### src/rtl/fetch_unit.sv
// Purpose: owns the PC and IR, runs the instruction-memory read and decodes the IR.
// Latency: a fetch takes at least 2 edges (do_fetch edge, then ack edge); the PC update takes 1 edge.
// Backpressure: busy stalls the FSM while a read is in flight; a missing ack times out and sets a sticky fault.
module fetch_unit #(
  parameter int                    WORD_SIZE    = 16,
  parameter int                    NIB_SIZE     = 4,
  parameter logic [WORD_SIZE-1:0]  RESET_VECTOR = 16'h0000,
  parameter int                    TIMEOUT      = 15
) (
  input  logic                 clk,
  input  logic                 rst_n,
  input  logic                 do_fetch,
  input  logic                 do_next,
  input  logic                 do_reset,
  input  logic [WORD_SIZE-1:0] jump_target,
  input  logic                 br_taken,
  output logic                 mem_req,
  output logic [WORD_SIZE-1:0] mem_addr,
  input  logic [WORD_SIZE-1:0] mem_rdata,
  input  logic                 mem_ack,
  output logic                 busy,
  output logic                 fault,
  output logic [WORD_SIZE-1:0] pc,
  output logic [WORD_SIZE-1:0] ir,
  output logic [NIB_SIZE-1:0]  opcode,
  output logic                 isaluop,
  output logic [NIB_SIZE-1:0]  rd,
  output logic [NIB_SIZE-1:0]  rs1,
  output logic [NIB_SIZE-1:0]  rs2,
  output logic [7:0]           imm8
);

  localparam logic       ST_IDLE = 1'b0;
  localparam logic       ST_BUSY = 1'b1;

  // Only the control-flow opcodes matter here; 8..13 are loads/stores/IO and
  // simply advance the PC like ALU ops (0..7).
  localparam logic [NIB_SIZE-1:0] OP_JMP = 4'd14;
  localparam logic [NIB_SIZE-1:0] OP_BR  = 4'd15;

  // Last count value of a BUSY stretch before the read is abandoned.
  localparam logic [7:0] CNT_LAST = 8'(TIMEOUT - 1);

  logic                 state;
  logic [7:0]           cnt;
  logic [WORD_SIZE-1:0] pc_next;
  logic [WORD_SIZE-1:0] br_offset;

  // The request is exactly the BUSY state, so an async reset drops it at once.
  assign mem_req  = (state == ST_BUSY);
  assign busy     = (state == ST_BUSY);
  assign mem_addr = pc;

  assign opcode  = ir[WORD_SIZE-1 -: NIB_SIZE];
  assign isaluop = ~ir[WORD_SIZE-1];
  assign rd      = ir[3*NIB_SIZE-1 -: NIB_SIZE];
  assign rs1     = ir[2*NIB_SIZE-1 -: NIB_SIZE];
  assign rs2     = ir[NIB_SIZE-1:0];
  assign imm8    = ir[7:0];

  assign br_offset = {{(WORD_SIZE-8){ir[7]}}, ir[7:0]};

  // Next-PC selection from the current opcode; all sums wrap modulo 2^WORD_SIZE.
  always_comb begin
    pc_next = pc + 1'b1;
    if (opcode == OP_JMP) begin
      pc_next = jump_target;
    end else if (opcode == OP_BR && br_taken) begin
      pc_next = pc + 1'b1 + br_offset;
    end
  end

  // Fetch FSM, timeout counter, IR capture and sticky fault.
  always_ff @(posedge clk or negedge rst_n) begin
    if (!rst_n) begin
      state <= ST_IDLE;
      cnt   <= '0;
      ir    <= '0;
      fault <= 1'b0;
    end else if (do_reset) begin
      state <= ST_IDLE;
      cnt   <= '0;
      ir    <= '0;
      fault <= 1'b0;
    end else begin
      case (state)
        ST_IDLE: begin
          cnt <= '0;
          // A simultaneous do_next wins; the fetch is dropped.
          if (do_fetch && !do_next) begin
            state <= ST_BUSY;
          end
        end
        default: begin
          if (mem_ack) begin
            ir    <= mem_rdata;
            cnt   <= '0;
            state <= ST_IDLE;
          end else if (cnt == CNT_LAST) begin
            fault <= 1'b1;
            cnt   <= '0;
            state <= ST_IDLE;
          end else begin
            cnt <= cnt + 1'b1;
          end
        end
      endcase
    end
  end

  // PC advances only on do_next in IDLE, keeping mem_addr stable during a read.
  always_ff @(posedge clk or negedge rst_n) begin
    if (!rst_n) begin
      pc <= RESET_VECTOR;
    end else if (do_reset) begin
      pc <= RESET_VECTOR;
    end else if (state == ST_IDLE && do_next) begin
      pc <= pc_next;
    end
  end

endmodule

### config.mk
export PLATFORM = sky130hd
export DESIGN_NAME = fetch_unit
export DESIGN_NICKNAME = d
export VERILOG_FILES = /design/src/rtl/fetch_unit.sv
export SDC_FILE = /design/constraint.sdc
export NUM_CORES = 1
export LEC_CHECK = 0
export CORE_MARGIN = 3
export CORE_UTILIZATION = 47
export CTS_CLUSTER_SIZE = 30
export DETAILED_ROUTE_END_ITERATION = 6
export PLACE_DENSITY = 0.9
export SLEW_MARGIN = 15
export SYNTH_ARGS = -nofsm -noshare
export SYNTH_HDL_FRONTEND = slang
export SYNTH_SLANG_ARGS = --single-unit
### constraint.sdc
create_clock -name clk -period 3.53 [get_ports clk]
set_input_delay 0.706 -clock clk [delete_from_list [all_inputs] [get_ports clk]]
set_output_delay 0.706 -clock clk [all_outputs]
set_load 0.02 [all_outputs]
==> flow_metrics.py <==
metrics = {
    "grt": {
        "track_usage_pct": 23.89,
        "grt_pass1_vias": 3419,
        "grt_max_degree": 43,
        "antenna_found_initial": 0,
        "grt_busiest_layer": "met2",
        "use_met3_pct": 5.583,
        "overflow": 0,
        "grt_first_pass_wirelength_mm": 16.22,
        "met1_usage_pct": 29.85,
        "grtUsageMet2_pct": 40.46,
    },
    "cts": {
        "cts_max_path_buffers": 2,
        "hold_buffers": 0,
        "cts_resized": 0,
        "cts_setup_buffers": 0,
        "cts.sinks": 42,
        "htreeDepth": 2,
        "numCtsBuffers": 5,
        "path_clk_slew_ps": 90,
        "root_buffer": "clkbuf_8",
        "insertion_delay_ps": 310,
        "tritoncts": "built",
    },
    "power": {
        "power.leakage_nw": 1.856,
        "ir_worst_vdd_mv": 0.1683,
        "p_per_area_nw_per_um2": 260.0,
    },
    "flow_run": {
        "drv_cap": 0,
    },
    "final_layout": {
        "final.fill_count": 599,
        "syn_to_final_growth_pct": 30.33,
        "fin_cells": 574,
        "nNetsFinal": 538,
        "final_util_pct": 64.03,
        "fin_area_um2": 4398,
        "drive_above_1_share_pct": 4.184,
        "diodes": 0,
    },
    "critical_path": {
        "cp.arrival_ps": 3270,
        "rr_endpoint": "mem_addr[15]$_DFFE_PN0P_",
        "critPathMaxFanout": 8,
        "cp-end-kind": "flop",
        "critPathKind": "flop to flop",
        "crit_start": "mem_addr[0]$_DFFE_PN0P_",
        "crit_end": "mem_addr[15]$_DFFE_PN0P_",
        "worstPathRequired_ps": 3740,
        "critPathLaunchType": "flop",
        "reg2reg_slack_ps": 460,
        "reg2regPathDepth": 12,
        "r2r_start": "mem_addr[0]$_DFFE_PN0P_",
    },
    "synth": {
        "synth_top_area_cell": "dfrtp_1",
        "yosysWarnings": 0,
        "synth-xor-area-share_pct": 8.046,
        "synth_sequential_area_ratio_pct": 31.15,
        "synth_fp_nets": 471,
        "synth.top_cell.area_share_pct": 31.15,
        "syn_area_um2": 3374,
        "synth.distinct_cells": 48,
        "synth_flop_cell": "dfrtp_1",
        "synth_commonest_cells": "60 x nand2_1, 42 x buf_4, 42 x dfrtp_1, 41 x a21oi_1, 33 x nor2_1",
        "syn_inst": 410,
        "synth_compound_area_share_pct": 18.80,
        "synthAdderAreaFrac_pct": 8.380,
        "synthMuxAreaShare_pct": 0.5933,
        "synth_area_per_cell_um2": 8.230,
        "synth_area_leaders": "dfrtp_1 31%, buf_4 9.3%, ha_1 7.8%, nand2_1 6.7%, a21oi_1 6.1%",
        "synth_edf_count": 0,
        "yosysMostFrequentCell": "nand2_1",
        "yosys.area_share.simple_pct": 20.65,
        "synth_top_family_by_area": "simple AND/OR/NAND/NOR gates",
        "synth-seq-cells": 42,
        "synth-async-reset-ratio_pct": 100.0,
    },
    "hold_path": {
        "hold_class": "flop to flop",
        "whs_path_depth": 1,
    },
    "sta": {
        "finClkSkew_ps": 11.58,
        "maxSlewHeadroom_pct": 38.02,
        "period_minus_slack_ps": 3065,
        "tns_ps": 0,
        "hold_viol": 0,
        "rsz0062_at_grt": "no",
        "timing.fmax_mhz": 326.2,
        "fin_crit_sh_pct": 86.83,
        "worstMarginPinSlew_ps": 929.7,
        "setup_viol_count_final": 0,
        "final-max-slew-violation-count": 0,
    },
    "detailed_routing": {
        "totalWireLength_mm": 9.714,
        "drc": 0,
        "drt-initial-drc-count": 268,
        "ant_nets": 0,
        "vias": 3237,
        "drtPass1Iterations": 4,
        "viasPerCell": 5.639,
        "wl_per_cell_um": 16.92,
    },
    "placed_design": {
        "gp_congestion": 0.9795,
        "placed_area_um2": 4288,
        "io_buffers": 114,
        "numPlacedInstances": 566,
        "dp_hpwl_mm": 7.343,
    },
    "floorplan": {
        "die_h_um": 90.74,
        "rows": 30,
        "start_util_pct": 49.13,
        "dieArea_um2": 8233,
        "die_w_um": 90.74,
        "core_area_um2": 6869,
        "io_pins": 115,
    },
    "outcome": {
        "status": "finished, final reports clean",
    },
}
[placed cells by master, fill, tap and decap left out, drive strengths merged, types with 5 or more instances in the layout]
| master | n |
|---|---|
| ha | 21 |
| xor2 | 17 |
| buf | 6 |
| nor2 | 33 |
| o21ai | 12 |
| o211ai | 13 |
| nand4 | 5 |
| nand3 | 9 |
| xnor2 | 14 |
| a21oi | 41 |
| clkdlybuf4s50 | 113 |
| nor3 | 13 |
| dfrtp | 42 |
| inv | 10 |
| and3 | 8 |
| clkbuf | 6 |
| nand2 | 60 |
| a21o | 6 |
[per-stage QoR]
| step | power (mW) | hold slack (ps) | worst slack [ps] |
|---|---|---|---|
| finish | 1.143 | 519.3 | 464.8 |
| global route | 1.192 | 573.4 | 182.3 |
| CTS | 1.148 | 523.5 | 500.6 |
| detailed placement | 0.7546 | 509.0 | 530.8 |
| global placement | 0.7474 | 485.4 | 709.3 |
| floorplan | 0.6430 | 410.4 | 752.9 |
[cell families after synthesis]
kind of cell	Yosys count
xor gates and xnor gates	31
muxes	2
DFF	42
buffers and inverters	69
adders and majority gates	22
AOI/OAI and AO/OA	96
and+or+nand+nor	148
[worst max-delay path: stages, from the launching register on]
cell	delay (ps)
dfrtp_1	490
ha_1	290
and3_1	260
nand2_1	90
xnor2_1	200
ha_1	320
a21o_1	210
a21o_1	170
a21oi_1	190
nand2_1	110
a21oi_1	250
a211oi_1	120
a211oi_1	260
[power by group]
part           internal (mW)  switching (mW)
Combinational          0.113           0.119
Sequential             0.492          0.0210
Clock                  0.211           0.187
Total                  0.816           0.327
[flip-flops by register name (all words and copies together) (netlist names)]
name and count:
ir 16, mem_addr 16, cnt 8, busy 1, fault 1
[metal layers]
| layer | up-vias | routed length (um) |
|---|---|---|
| met2 | 165 | 4720 |
| met5 | - | 0 |
| met3 | 18 | 979 |
| met1 | 1526 | 3829 |
| met4 | 0 | 184 |
| li1 | 1528 | - |
[layout make-up]
| type | instances | area [um^2] | share of cell area, % |
|---|---|---|---|
| Multi-Input combinational cell | 299 | 1906 | 43.33 |
| Timing Repair Buffer | 119 | 1174 | 26.69 |
| Sequential cell | 42 | 1051 | 23.90 |
| Tap cell | 96 | 120.1 | 2.731 |
| Clock buffer | 6 | 72.57 | 1.650 |
| Clock inverter | 2 | 37.54 | 0.8535 |
| Inverter | 10 | 37.54 | 0.8535 |
[how the worst min path moves through the flow]
stage,from,endpoint
after floorplan,rst_n,busy$_DFF_PN0_
after global placement,fault$_DFFE_PN0P_,fault$_DFFE_PN0P_
after detailed placement,fault$_DFFE_PN0P_,fault$_DFFE_PN0P_
after CTS,cnt[0]$_DFF_PN0_,cnt[0]$_DFF_PN0_
after global routing,fault$_DFFE_PN0P_,fault$_DFFE_PN0P_
final,cnt[0]$_DFF_PN0_,cnt[0]$_DFF_PN0_
Power figures use the tool's default switching activity.
